==> src/rtl/upe_twos_to_signmag64.sv <==
// upe_twos_to_signmag64: multi-cycle two's complement to sign-magnitude converter.
// The magnitude is formed one SLICE-bit chunk per cycle, LSB slice first: each slice
// is conditionally inverted and incremented by the carry registered from the previous
// slice, so only a SLICE-bit adder is needed. Valid/ready handshakes on both sides.
module upe_twos_to_signmag64 #(
    parameter int WIDTH = 64,
    parameter int SLICE = 16
) (
    input  logic             clk,
    input  logic             rst_n,
    input  logic             in_valid,
    output logic             in_ready,
    input  logic [WIDTH-1:0] in_data,
    output logic             out_valid,
    input  logic             out_ready,
    output logic             out_sign,
    output logic [WIDTH-1:0] out_mag,
    output logic             out_minneg,
    output logic             busy
);

    localparam int NSLICE = WIDTH / SLICE;
    localparam int CW     = (NSLICE > 1) ? $clog2(NSLICE) : 1;
    localparam logic [CW-1:0] LAST = CW'(NSLICE - 1);

    typedef enum logic [1:0] {
        ST_IDLE,
        ST_RUN,
        ST_DONE
    } state_t;

    state_t           state;
    logic [WIDTH-1:0] work;
    logic             sign_r;
    logic             carry_r;
    logic [CW-1:0]    cnt;

    logic [SLICE-1:0] cur_slice;
    logic [SLICE:0]   sum;
    logic [WIDTH-1:0] work_nxt;
    logic             accept;

    // Input is taken in IDLE, or in DONE when the current result leaves on the same edge.
    always_comb begin
        in_ready = (state == ST_IDLE) || ((state == ST_DONE) && out_ready);
        accept   = in_valid && in_ready;
    end

    // Select the slice addressed by cnt from the work register.
    always_comb begin
        cur_slice = '0;
        for (int unsigned i = 0; i < NSLICE; i++) begin
            if (cnt == CW'(i)) begin
                cur_slice = work[i*SLICE +: SLICE];
            end
        end
    end

    // Conditional invert plus incoming carry; the extra MSB is the carry to the next slice.
    always_comb begin
        sum = {1'b0, (sign_r ? ~cur_slice : cur_slice)} + {{SLICE{1'b0}}, carry_r};
    end

    // Work register with the current slice replaced by its converted value.
    always_comb begin
        work_nxt = work;
        for (int unsigned i = 0; i < NSLICE; i++) begin
            if (cnt == CW'(i)) begin
                work_nxt[i*SLICE +: SLICE] = sum[SLICE-1:0];
            end
        end
    end

    // Control FSM with registered outputs; reset aborts any conversion in progress.
    always_ff @(posedge clk or negedge rst_n) begin
        if (!rst_n) begin
            state      <= ST_IDLE;
            work       <= '0;
            sign_r     <= 1'b0;
            carry_r    <= 1'b0;
            cnt        <= '0;
            out_valid  <= 1'b0;
            out_sign   <= 1'b0;
            out_mag    <= '0;
            out_minneg <= 1'b0;
            busy       <= 1'b0;
        end else begin
            case (state)
                ST_IDLE, ST_DONE: begin
                    if ((state == ST_DONE) && out_ready) begin
                        out_valid <= 1'b0;
                    end
                    // A new word enters here; in DONE this coincides with the result leaving.
                    if (accept) begin
                        work    <= in_data;
                        sign_r  <= in_data[WIDTH-1];
                        carry_r <= in_data[WIDTH-1];
                        cnt     <= '0;
                        busy    <= 1'b1;
                        state   <= ST_RUN;
                    end else if ((state == ST_DONE) && out_ready) begin
                        state <= ST_IDLE;
                    end
                end
                ST_RUN: begin
                    work    <= work_nxt;
                    carry_r <= sum[SLICE];
                    cnt     <= cnt + CW'(1);
                    if (cnt == LAST) begin
                        // Outputs load from work_nxt so the final slice is included.
                        cnt        <= '0;
                        busy       <= 1'b0;
                        out_valid  <= 1'b1;
                        out_mag    <= work_nxt;
                        out_sign   <= sign_r;
                        out_minneg <= sign_r & work_nxt[WIDTH-1];
                        state      <= ST_DONE;
                    end
                end
                default: begin
                    state <= ST_IDLE;
                end
            endcase
        end
    end

endmodule
==> config.mk <==
export PLATFORM = sky130hd
export DESIGN_NAME = upe_twos_to_signmag64
export DESIGN_NICKNAME = d
export VERILOG_FILES = /design/src/rtl/upe_twos_to_signmag64.sv
export SDC_FILE = /design/constraint.sdc
export NUM_CORES = 1
export LEC_CHECK = 0
export CAP_MARGIN = 20
export CORE_ASPECT_RATIO = 1.5
export CORE_MARGIN = 1
export CORE_UTILIZATION = 50
export CTS_BUF_LIST = sky130_fd_sc_hd__clkbuf_2
export DETAILED_ROUTE_END_ITERATION = 8
export HOLD_SLACK_MARGIN = 0.06
export PLACE_DENSITY = 0.78
export SYNTH_ARGS = -nofsm -noshare
export SYNTH_HDL_FRONTEND = slang
export SYNTH_SLANG_ARGS = --single-unit
export TNS_END_PERCENT = 5
==> constraint.sdc <==
create_clock -name clk -period 4.8 [get_ports clk]
set_clock_uncertainty 0.2 [all_clocks]
set_input_delay 0.72 -clock clk [delete_from_list [all_inputs] [get_ports clk]]
set_output_delay 0.72 -clock clk [all_outputs]
set_load 0.005 [all_outputs]
Word level (Yosys, flattened, before mapping)

Index checks and enable logic that the tools add are counted.

Flip-flop bits (word level): 138
Input bits: 68
Output and inout bits: 69
Word-level logic and storage cells: 62

Add/sub/neg operators: 2
Equality and inequality tests: 9
Muxes and demuxes: 26
Bitwise operators: 2
Reductions and logical operators: 13

Operators by type and width:

| cell                  | count |
|---|---|
| $mux W16              | 9 |
| $pmux W64 S2          | 1 |
| $mux W64              | 1 |
| $add A16 B1 Y17       | 1 |
| $not A16 Y16          | 1 |
| $mux W2               | 5 |
| $pmux W2 S2           | 2 |
| $reduce_and A2 Y1     | 4 |
| $eq A2 B2 Y1 const B  | 3 |
| $ne A2 B2 Y1 const B  | 3 |
| $pmux W1 S2           | 3 |
| $reduce_and A3 Y1     | 2 |
| $mux W1               | 5 |
| $eq A2 B1 Y1 const B  | 2 |
| $logic_not A2 Y1      | 2 |
| $ne A3 B3 Y1 const B  | 1 |
| $add A2 B1 Y2 const B | 1 |
| $logic_and A1 B1 Y1   | 2 |
| $reduce_bool A2 Y1    | 1 |
| $reduce_or A2 Y1      | 1 |
| $and A1 B1 Y1         | 1 |
| $logic_or A1 B1 Y1    | 1 |

Depth between registers and ports, before layout

Word-level depth: 10
Mapped depth: 18
Mapped depth without buffers: 17

Worst setup path after synthesis

No wires, ideal clock.

Path type: flip-flop to flip-flop
Start point: reg cnt[0]
End point: reg work[52]
Setup time: 0.126 ns
Arrival time: 3.384 ns
Required time: 4.474 ns
Path slack: 1.089 ns
Cell stages (with the launch flop): 19
Buffers on the path: 2
Period minus slack after synthesis: 3.711 ns
Path through: dfrtp_1 > inv_1 > ha_1 > buf_2 > buf_1 > and3_1 > a21oi_1 > nor2_1 > a21oi_1 > o21ai_0 > xnor2_1 > ha_1 > ha_1 > inv_1 > o21ai_0 > a21oi_1 > xnor2_1 > nor2_1 > a221o_1

Longest elaborated chain between the ends: 10
Elaborated cells between the ends (all ways): 13
Classes of those cells: add/sub (1); eq/ne (3); mux (7); bitwise (1); reduce/logical (1)

Ends and longest elaborated chain:

| element                  | line | text |
|---|---|---|
| start: declaration       | 36   | `logic [CW-1:0] cnt;` |
| start signal: assignment | 108  | `cnt <= cnt + CW'(1);` |
| $logic_not A2 Y1         | 53   | `if (cnt == CW'(i)) begin` |
| $mux W16 (4 in series)   | 53   |  |
| $not A16 Y16             | 61   | `sum = {1'b0, (sign_r ? ~cur_slice : cur_slice)} + {{SLICE{1'b0}}, carry_r};` |
| $mux W16                 | 61   |  |
| $add A16 B1 Y17          | 61   |  |
| $mux W16 *               | 68   | `if (cnt == CW'(i)) begin` |
| $pmux W64 S2 *           | 88   | `case (state)` |
| end signal: assignment   | 95   | `work <= in_data;` |
| end signal: assignment   | 106  | `work <= work_nxt;` |
| end: declaration         | 33   | `logic [WIDTH-1:0] work;` |

Mark *: on every way between the ends. The rest lies on a longest branch, timed or not.
A chain may end at the register's enable or synchronous reset.

Final worst setup path

Start point: reg cnt[1]
End point: reg out_mag[26]

Longest elaborated chain between the ends: 9
Elaborated cells between the ends (all ways): 13
Classes of those cells: add/sub (1); eq/ne (3); mux (6); bitwise (1); reduce/logical (2)

Ends and longest elaborated chain:

| element                | line | text |
|---|---|---|
| $logic_not A2 Y1       | 53   |  |
| $mux W16 (4 in series) | 53   |  |
| $not A16 Y16           | 61   |  |
| $mux W16               | 61   |  |
| $add A16 B1 Y17        | 61   |  |
| $mux W16               | 68   |  |
| end signal: assignment | 114  | `out_mag <= work_nxt;` |
| end: declaration       | 17   | `output logic [WIDTH-1:0] out_mag,` |

Parallel ways exist; a longest one is shown, timed or not.

==> results.cfg <==
[placement]
dp.cells = 988
hpwl_mm = 16.3
preCtsSetupSlack_ps = 746
place.gp.congestion = 0.928
port_buffers = 136

[sta]
setup_viol = 0
worstMarginPinSlew_ps = 1040
tns_ps = 0
slew_headroom = 0.308
period_needed_ps = 4210
fin_ws_ps = 594
max_freq_mhz = 238
rsz0062_at_grt = no
finalMaxSlewViolations = 0
period_share = 0.876
hold_ws_ps = 307
hold_viol = 0

[yosys]
ys.warnings.count = 0
syn_avg_cell_area_um2 = 9.64
synth_compound_area_frac = 0.271
synthSimpleGateAreaFrac = 0.132
synthTopCellsByCount = dfrtp_1, o21ai_0, nand2_1
synth_edf_count = 0
syn_inst = 729
synth_fa_ha_area_frac = 0.0125
synth_area_leaders = dfrtp_1, o21ai_0, a22oi_1
synth_seq_cells = 138
synth_flop_cell = dfrtp_1
yosysTopAreaCellShare = 0.491
yosysUniqueCellTypes = 61
synth_nets = 804
yosysSeqAreaShare = 0.491
synthArstFlopShare = 1.00
synth_top_family_by_area = compound AO/OA/AOI/OAI gates
synth_largest_area_cell = dfrtp_1
synth_xor_area_frac = 0.0247
synth.most_common_cell = dfrtp_1
syn_area_mm2 = 0.00703
post_synth_mux_area_share = 0.0230

[die]
die_area_mm2 = 0.0145
core-area_mm2 = 0.0136
num_rows = 52
die_w_um = 98.8
top_level_ports = 137
initial_core_util = 0.517
dieHeight_um = 147

[power]
p_leak_uw = 0.00377
power_density_mw_per_mm2 = 819
vdd_ir_drop_max_v = 0.000345

[worst_setup_path]
worstPathMaxFanout = 40
critPathKind = register to register
worstSetupEndpointType = register
crit_chain = inv_1 > ha_1 > buf_4 > a21oi_1 > nor2_1 > a21oi_1 > o21ai_0 > xnor2_1 > ha_1 > ha_1 > a211oi_1 > a2111oi_0 > a21boi_0 > and3_1 > o21ai_0
cpPeakStageDelay_ps = 460
crit_top_cell = ha_1
slowest_stage = buf_4
critical_path_buf_inv_count = 2
crit_family = compound AO/OA/AOI/OAI gates
start_kind = register
critPathArrivalTime_ps = 4600
cp.required_ps = 5200

[finish]
nets = 922
area_growth_pct = 24.9
drive_gt1_frac = 0.0860
stdcell_count = 1023

[cts]
clk_pin_slew_worst_paths_ps = 220
cts_tree = done
cts_hold_buf = 1
clockBufferDepth = 2
cts_resized = 0
cts_sinks = 138
htreeDepth = 4
insertion_delay_ps = 710
cts_setup_buffers = 0
numCtsBuffers = 17
clock_tree.root_cell = clkbuf_2

[outcome]
outcome = finished, final reports clean

[global_route]
grt_usage = 0.339
grt_pass1_wl_mm = 37.2
grt_max_degree = 70
grt_pass1_vias = 6734
antenna_found_initial = 1
grt-ovfl-total = 0

[worst_hold_path]
min_path_type = input port to asynchronous set/reset pin

[detailed_routing]
avgViaCountPerCell = 6.56
dr.pass1.iters = 6
routed_wl_mm = 23.9
vias = 6714
drt-initial-drc-count = 642
ant_nets = 0
drc = 0
wl_per_cell_um = 23.4

[flow_run]
max_cap_violations = 0
==> cell type report <==
| cell class | count | area [µm²] |
|---|---|---|
| antenna | 1 | 2.50 |
| clock buffer | 17 | 85.1 |
| clock inverter | 15 | 148 |
| fill | 1138 | 4820 |
| inverter | 25 | 93.8 |
| multi-input combinational | 512 | 3280 |
| sequential | 138 | 3450 |
| tap | 162 | 203 |
| timing repair buffer | 153 | 1510 |
==> cell usage in the layout, fill, tap and decap left out, drive strengths merged, types with 7 or more instances in the layout <==
cell type      netlist  final
o31ai               20     20
a22oi               45     45
o21ai               86     86
a31oi                7      7
inv                 25     29
clkinv               0      7
and3                23     23
a221o                8      8
dfrtp              138    138
o211ai               9      9
a222oi              12     12
nor2                34     34
buf                  9     17
mux2i               15     15
o22ai                9      9
nand2               74     74
ha                   7      7
nand3                8      8
clkdlybuf4s50        0    135
clkbuf              45     17
a21oi               58     58
xnor2               16     16
and2                 8      8
nor3                14     14
==> kinds of logic after synthesis <==
group | after synthesis
buffers and inverters | 79
muxes | 16
and+or+nand+nor | 183
xor gates and xnor gates | 19
adders and majority gates | 7
DFF | 138
AOI/OAI and AO/OA | 287
==> path summary, 6_finish.rpt <==
check | end | from | slack (ps) | depth (start not counted)
worst max-delay path | out_mag[26] | cnt[1] | 590 | 15
worst min-delay path | out_mag[44] | rst_n | 310 | 2
worst max register to register | out_mag[26] | cnt[1] | 590 | 15
worst min register to register | out_mag[16] | out_mag[16] | 310 | 2
max in group asynchronous | work[17] | rst_n | 3120 | 3
min in group clk | out_mag[16] | out_mag[16] | 310 | 2
==> registers in the layout, indices dropped and copies added, names as in the netlist <==
| register | count |
|---|---|
| out_sign | 1 |
| sign_r | 1 |
| out_valid | 1 |
| busy | 1 |
| state | 2 |
| carry_r | 1 |
| work | 64 |
| out_minneg | 1 |
| cnt | 2 |
| out_mag | 64 |
==> stage by stage <==
stage / util / power [µW] / instance area, µm²
floorplan: - / 4700 / 7030
global placement: 0.626 / 6260 / 8510
detailed placement: 0.626 / 6380 / 8510
CTS: 0.643 / 7090 / 8750
global route: 0.646 / 7640 / 8780
finish: 0.646 / 7190 / 8780
==> power breakdown <==
group	total, µW	leakage (µW)	switching (µW)	internal (µW)
Combinational	4390	0.00191	2700	1700
Clock	696	0.000136	457	239
Sequential	2100	0.00172	407	1700
Total	7190	0.00377	3560	3630
==> worst reg2reg max path: stages, from the launching register on <==
cell       delay [ps]
dfrtp_1           450
inv_1             120
ha_1              190
buf_4             460
a21oi_1           140
nor2_1            130
a21oi_1            90
o21ai_0           280
xnor2_1           180
ha_1              220
ha_1              270
a211oi_1          120
a2111oi_0         380
a21boi_0          230
and3_1            440
o21ai_0           190
==> routing by layer <==
| metal | track usage | routed length (µm) |
|---|---|---|
| met5 | 0 | 0 |
| met4 | 0.171 | 929 |
| met3 | 0.0457 | 1730 |
| met2 | 0.588 | 12500 |
| met1 | 0.409 | 8780 |
(Power assumes the default switching activity.)
